`src/rtl/reg_bank_pkg.sv`:
```
// Shared types and helpers for the multi-read-port register bank.
package reg_bank_pkg;

   typedef enum logic [0:0] {
      CLEAR = 1'b0,
      READY = 1'b1
   } rb_state_t;

   function automatic int depth(input int addr_w);
      return 1 << addr_w;
   endfunction

   // Low bit of port `port` inside a flat bus of `w`-bit fields.
   function automatic int slice_lo(input int port, input int w);
      return port * w;
   endfunction

   function automatic int slice_hi(input int port, input int w);
      return port * w + w - 1;
   endfunction

endpackage

```
`src/rtl/reg_bank_mp_if.sv`:
```
// Decode/writeback bus of the register bank; the bank is the slave side.
interface reg_bank_mp_if #(
   parameter int DATA_W = 32,
   parameter int ADDR_W = 5,
   parameter int NUM_RD = 2
);
   logic                       ready;
   logic [NUM_RD*ADDR_W-1:0]   rd_addr;
   logic [NUM_RD*DATA_W-1:0]   rd_data;
   logic [NUM_RD-1:0]          rd_busy;
   logic                       wr_en;
   logic [ADDR_W-1:0]          wr_addr;
   logic [DATA_W-1:0]          wr_data;
   logic                       rsv_en;
   logic [ADDR_W-1:0]          rsv_addr;

   modport master (
      input  ready, rd_data, rd_busy,
      output rd_addr, wr_en, wr_addr, wr_data, rsv_en, rsv_addr
   );

   modport slave (
      output ready, rd_data, rd_busy,
      input  rd_addr, wr_en, wr_addr, wr_data, rsv_en, rsv_addr
   );
endinterface

```
`src/rtl/reg_bank_clr_seq.sv`:
```
// Post-reset clear sequencer: walks every register address once, then raises ready.
module reg_bank_clr_seq
   import reg_bank_pkg::*;
#(
   parameter int ADDR_W = 5
) (
   input  logic              clk,
   input  logic              rst,
   output logic              ready,
   output logic              clr_we,
   output logic [ADDR_W-1:0] clr_addr
);

   rb_state_t         state_q, state_d;
   logic [ADDR_W-1:0] clr_cnt_q, clr_cnt_d;

   always_ff @(posedge clk) begin
      if (rst) begin
         state_q   <= CLEAR;
         clr_cnt_q <= '0;
      end else begin
         state_q   <= state_d;
         clr_cnt_q <= clr_cnt_d;
      end
   end

   always_comb begin
      state_d   = state_q;
      clr_cnt_d = clr_cnt_q;
      if (state_q == CLEAR) begin
         clr_cnt_d = clr_cnt_q + 1'b1;
         if (clr_cnt_q == '1) state_d = READY;
      end
   end

   // The clear write is held off on the reset edge itself so contents survive it.
   always_comb begin
      ready    = (state_q == READY);
      clr_we   = (state_q == CLEAR) && !rst;
      clr_addr = clr_cnt_q;
   end

endmodule

```
`src/rtl/reg_bank_mp.sv`:
```
// Multi-read-port register bank with write forwarding, zero register and busy scoreboard.
module reg_bank_mp
   import reg_bank_pkg::*;
#(
   parameter int DATA_W   = 32,
   parameter int ADDR_W   = 5,
   parameter int NUM_RD   = 2,
   parameter int BYPASS   = 1,
   parameter int ZERO_REG = 1
) (
   input logic          clk,
   input logic          rst,
   reg_bank_mp_if.slave bus
);

   localparam int DEPTH = depth(ADDR_W);

   logic              ready;
   logic              clr_we;
   logic [ADDR_W-1:0] clr_addr;
   logic              wr_ok, rsv_ok;

   logic [DATA_W-1:0] regs_q [DEPTH];
   logic [DATA_W-1:0] regs_d [DEPTH];
   logic [DEPTH-1:0]  busy_q, busy_d;

   reg_bank_clr_seq #(.ADDR_W(ADDR_W)) u_clr_seq (
      .clk      (clk),
      .rst      (rst),
      .ready    (ready),
      .clr_we   (clr_we),
      .clr_addr (clr_addr)
   );

   assign bus.ready = ready;
   assign wr_ok  = ready && bus.wr_en  && !((ZERO_REG != 0) && (bus.wr_addr  == '0));
   assign rsv_ok = ready && bus.rsv_en && !((ZERO_REG != 0) && (bus.rsv_addr == '0));

   always_comb begin
      regs_d = regs_q;
      if (clr_we) regs_d[clr_addr] = '0;
      if (wr_ok)  regs_d[bus.wr_addr] = bus.wr_data;
   end

   // Reservation is applied after the release so a same-edge reserve keeps the bit set.
   always_comb begin
      busy_d = busy_q;
      if (wr_ok)  busy_d[bus.wr_addr]  = 1'b0;
      if (rsv_ok) busy_d[bus.rsv_addr] = 1'b1;
   end

   always_ff @(posedge clk) begin
      regs_q <= regs_d;
   end

   always_ff @(posedge clk) begin
      if (rst) busy_q <= '0;
      else     busy_q <= busy_d;
   end

   for (genvar i = 0; i < NUM_RD; i++) begin : g_rd
      localparam int ALO = slice_lo(i, ADDR_W);
      localparam int AHI = slice_hi(i, ADDR_W);
      localparam int DLO = slice_lo(i, DATA_W);
      localparam int DHI = slice_hi(i, DATA_W);

      logic [ADDR_W-1:0] ra;
      logic              is_zero;
      logic              wr_hit;
      logic [DATA_W-1:0] rd_val;
      logic              busy_val;

      assign ra      = bus.rd_addr[AHI:ALO];
      assign is_zero = (ZERO_REG != 0) && (ra == '0);
      assign wr_hit  = bus.wr_en && (bus.wr_addr == ra);

      always_comb begin
         rd_val = regs_q[ra];
         if ((BYPASS != 0) && wr_hit) rd_val = bus.wr_data;
         if (is_zero || !ready) rd_val = '0;
      end

      assign busy_val           = ready && !is_zero && busy_q[ra] && !wr_hit;
      assign bus.rd_data[DHI:DLO] = rd_val;
      assign bus.rd_busy[i]     = busy_val;
   end

endmodule

```
`src/flat_wrapper.sv`:
```
// flat-port wrapper written by rule: the top's interface ports become plain ports
module reg_bank_mp_flat import reg_bank_pkg::*;
#(
   parameter int DATA_W   = 32,
   parameter int ADDR_W   = 5,
   parameter int NUM_RD   = 2,
   parameter int BYPASS   = 1,
   parameter int ZERO_REG = 1
)
  (clk, rst, bus_ready, bus_rd_data, bus_rd_busy, bus_rd_addr, bus_wr_en, bus_wr_addr, bus_wr_data, bus_rsv_en, bus_rsv_addr);
  reg_bank_mp_if #(.DATA_W(DATA_W), .ADDR_W(ADDR_W), .NUM_RD(NUM_RD)) bus_i ();
  input logic clk;
  input logic rst;
  output wire logic [$bits(bus_i.ready)-1:0] bus_ready;
  output wire logic [$bits(bus_i.rd_data)-1:0] bus_rd_data;
  output wire logic [$bits(bus_i.rd_busy)-1:0] bus_rd_busy;
  input wire logic [$bits(bus_i.rd_addr)-1:0] bus_rd_addr;
  input wire logic [$bits(bus_i.wr_en)-1:0] bus_wr_en;
  input wire logic [$bits(bus_i.wr_addr)-1:0] bus_wr_addr;
  input wire logic [$bits(bus_i.wr_data)-1:0] bus_wr_data;
  input wire logic [$bits(bus_i.rsv_en)-1:0] bus_rsv_en;
  input wire logic [$bits(bus_i.rsv_addr)-1:0] bus_rsv_addr;
  assign bus_ready = bus_i.ready;
  assign bus_rd_data = bus_i.rd_data;
  assign bus_rd_busy = bus_i.rd_busy;
  assign bus_i.rd_addr = bus_rd_addr;
  assign bus_i.wr_en = bus_wr_en;
  assign bus_i.wr_addr = bus_wr_addr;
  assign bus_i.wr_data = bus_wr_data;
  assign bus_i.rsv_en = bus_rsv_en;
  assign bus_i.rsv_addr = bus_rsv_addr;
  reg_bank_mp #(.DATA_W(DATA_W), .ADDR_W(ADDR_W), .NUM_RD(NUM_RD), .BYPASS(BYPASS), .ZERO_REG(ZERO_REG)) u_core (.clk(clk), .rst(rst), .bus(bus_i));
endmodule
```
`config.mk`:
```
export PLATFORM = sky130hd
export DESIGN_NAME = reg_bank_mp_flat
export DESIGN_NICKNAME = d
export VERILOG_FILES = /design/src/rtl/reg_bank_pkg.sv /design/src/rtl/reg_bank_mp_if.sv /design/src/rtl/reg_bank_clr_seq.sv /design/src/rtl/reg_bank_mp.sv /design/src/flat_wrapper.sv
export SDC_FILE = /design/constraint.sdc
export NUM_CORES = 2
export LEC_CHECK = 0
export CAP_MARGIN = 0
export CORE_MARGIN = 1.5
export CORE_UTILIZATION = 45
export DETAILED_ROUTE_END_ITERATION = 12
export SYNTH_ARGS = -nofsm -noshare
export SYNTH_HDL_FRONTEND = slang
export SYNTH_HIERARCHICAL = 1
export SYNTH_SLANG_ARGS = --single-unit
```
`constraint.sdc`:
```
create_clock -name clk -period 6 [get_ports clk]
set_input_delay 1.2 -clock clk [delete_from_list [all_inputs] [get_ports clk]]
set_output_delay 1.2 -clock clk [all_outputs]
set_load 0.02 [all_outputs]
```
==> summary.txt <==
DR vias -> 44.4k
Async SR Flop Fraction -> 0%
Psw -> 0.00379 W
IO Count -> 123
fmax -> 0.172 GHz
Max Clock Skew -> 17.6 ps
Total GRT Usage -> 35.2%
CP cell instances -> clkdlybuf4s50_1 > xnor2_1 > nand4_1 > o21ai_0 > buf_4 > nor2_4 > buf_4 > a221o_1 > clkdlybuf4s50_1
vias in the first global route -> 41.6k
post-DP HPWL -> 122000 um
combinational share of power -> 6.9%
Compound-Gate Fraction of Synth Area -> 20.9%
core area -> 113000 um^2
deepest clock path buffer count -> 3
Setup crit start -> bus_rd_addr[8]
internal cell power -> 0.0120 W
Die ar. -> 116000 um^2
Reg power frac -> 45.1%
min-delay src -> u_core/regs_q[11]
Avg WL per Cell -> 33.4 um
first-pass GRT wire length -> 299000 um
post-synthesis cell count -> 4927
mux cell area share after synthesis -> 23.9%
Setup WS pre-CTS -> 333 ps
CTS sink cnt -> 1062
setup ws final -> 200 ps
LEAKAGE -> 21.0 nW
Area Overhead vs Synth -> 12.9%
final period utilization -> 96.7%
largest area contributor in the netlist -> dfxtp_1
GRT Residual Overflow -> 0
post-layout min period -> 5800 ps
Max FO, Critical Path -> 22
clk_lat worst skew -> 720 ps
Max-Cap Viols -> 0
synth warn -> 6
total power -> 0.0158 W
DRC -> 0
ranking of synthesized cells by area -> dfxtp_1, mux4_2, a22o_1
# hold bufs at CTS -> 0
DR iter-0 viols -> 6296
initial antenna violation count -> 9
post-synthesis adder-cell area fraction -> 0.0486%
Simple-Gate Fraction of Synth Area -> 8.65%
Port Buffers -> 122
Nets -> 4797
Filler cells -> 10.1k
Slew headroom -> 14.1%
H-tree depth -> 3
Buf/Inv on CP -> 4
critical path capture point type -> output port
Sw Share -> 24.0%
CTS tree -> done
top cells by count, synth -> dfxtp_1, o21ai_0, nand3_1, clkbuf_1, a22o_1
FF-to-FF setup slack -> 2510 ps
main combinational cell family by area after synthesis -> multiplexers
WS Path Type -> in2out
Num CTS Buffers -> 114
post-synthesis xor/xnor area fraction -> 0.221%
Placer Congestion -> 0.901
post-route ant nets -> 0
die height -> 341 um
crit path DAT -> 4600 ps
Yosys cell types -> 55
detail-routed via count per cell -> 7.01
Starting Density -> 45.6%
num rows -> 123
CP Launch Type -> primary input
status -> finished clean
Root Buffer -> clkbuf_16
Post-CTS Repair Setup Buffers -> 0
register bit total from synthesis -> 1062
final slew viol count -> 0
worst r2r src -> u_core/u_clr_seq/ready
prevailing post-synth register cell -> dfxtp_1
Mapped Avg Cell Area -> 10.5 um^2
setup TNS -> 0 ps
proportion of layout cells with a drive suffix above 1 -> 17.2%
RSZ-0062 raised after global routing -> no
PD cells -> 272 nW/um^2
syn_nets -> 4985
Clock Power Share -> 48.0%
delay-heaviest family, CP -> buffers and inverters
post-synthesis sequential area ratio -> 41.3%
Min-Delay Path Class -> reg2reg
EDFF count, synth -> 0
Crit-path slowest cell -> clkdlybuf4s50_1
Synth top area share -> 41.3%
CP peak stage delay -> 790 ps
leading cell type by number of instances after synthesis -> dfxtp_1
Syn Std Cell Area -> 51500 um^2
final hold viol count -> 0
Setup-failing EPs final -> 0
largest net degree at the start of global routing -> 92
Worst VDD drop -> 210 uV
Worst Path Required -> 4800 ps
Least-Margin Pin Slew -> 1290 ps
CTS clk-pin slew, worst paths -> 60 ps
routed wire length -> 212000 um
chip width -> 341 um
drt first pass iters -> 6
Post-CTS Resized -> 0
## worst paths after layout
check / end / depth (start not counted)
worst min register to register: u_core/regs_q[11] / 2
worst min-delay path: u_core/regs_q[11] / 2
worst max register to register: u_core/regs_q[504] / 7
worst max-delay path: bus_rd_data[36] / 9
## worst register-to-register path, stage by stage (launching register included)
cell,delay [ps]
dfxtp_1,290
buf_4,230
nor2_1,350
nor3b_2,940
nand2_2,690
buf_4,530
nand3_1,150
o21ai_0,150
## power by group through the flow
stage / logic (W) / clock network (W) / registers (W)
finish: 0.00109 / 0.00759 / 0.00714
global route: 0.00112 / 0.00791 / 0.00714
CTS: 0.00106 / 0.00763 / 0.00714
detailed placement: 0.00106 / 0 / 0.00729
global placement: 0.00105 / 0 / 0.00729
floorplan: 0.000680 / 0 / 0.00728
## per-stage QoR
step / hold slack, ps / utilization, % / instance area [um^2] / instances
after floorplan: 436 / - / 51500 / 4927
after global placement: 449 / 47.9 / 54100 / 6122
after detailed placement: 463 / 47.9 / 54100 / 6123
after CTS: 471 / 51.5 / 58100 / 6332
after global routing: 486 / 51.5 / 58100 / 6334
final: 473 / 51.5 / 58100 / 6334
## layer usage
layer	GRT usage, %	up-vias	part of all wire (%)
met3	9.26	591	12
met2	51.9	3139	43
met5	0	-	0.033
met4	16.9	10	5.2
li1	-	18600	-
met1	48.0	22100	39
## cell families after synthesis
kind of cell,count (synthesis)
compound gates,1561
flops,1062
buf+inv,628
simple gates,929
fa+ha+maj,2
xor+xnor,13
mux,732
## layout by cell type (no fill, tap or decap), types with 6 or more instances in the layout
cell / count
a21oi_1: 104
a221o_1: 30
clkbuf_8: 30
nand2_2: 28
xnor2_1: 11
buf_4: 137
a22oi_1: 111
o21bai_1: 60
nor2_4: 8
dfxtp_1: 1062
mux2i_1: 333
a221oi_1: 159
a211o_1: 30
nand2b_1: 13
nand3_1: 451
clkdlybuf4s50_1: 114
and2_1: 63
buf_12: 29
nor2_1: 41
nor2b_1: 10
inv_1: 36
nor3b_1: 7
clkbuf_16: 117
bufinv_16: 15
o21ai_1: 23
o21ai_0: 591
clkbuf_1: 24
and3_1: 6
nand2_1: 256
mux4_2: 397
clkinv_2: 20
a21oi_4: 13
a22o_1: 418
## sequential cells by signal, indices dropped and copies added, names as in the netlist
| signal | cells |
|---|---|
| u_core/regs_q | 1024 |
| u_core/u_clr_seq/clr_addr | 5 |
| u_core/u_clr_seq/ready | 1 |
| u_core/busy_q | 32 |
## layout make-up
type	count	area (um^2)	share of cell area [%]
Clock buffer	170	3420	5.88
Clock inverter	39	583	1.00
Sequential cell	1062	21300	36.6
Antenna cell	2	5.00	0.00861
Tap cell	1500	1880	3.23
Inverter	39	151	0.260
Multi-Input combinational cell	3237	28000	48.2
Timing Repair Buffer	285	2810	4.84
No activity file was read; power rests on OpenSTA's default activity.
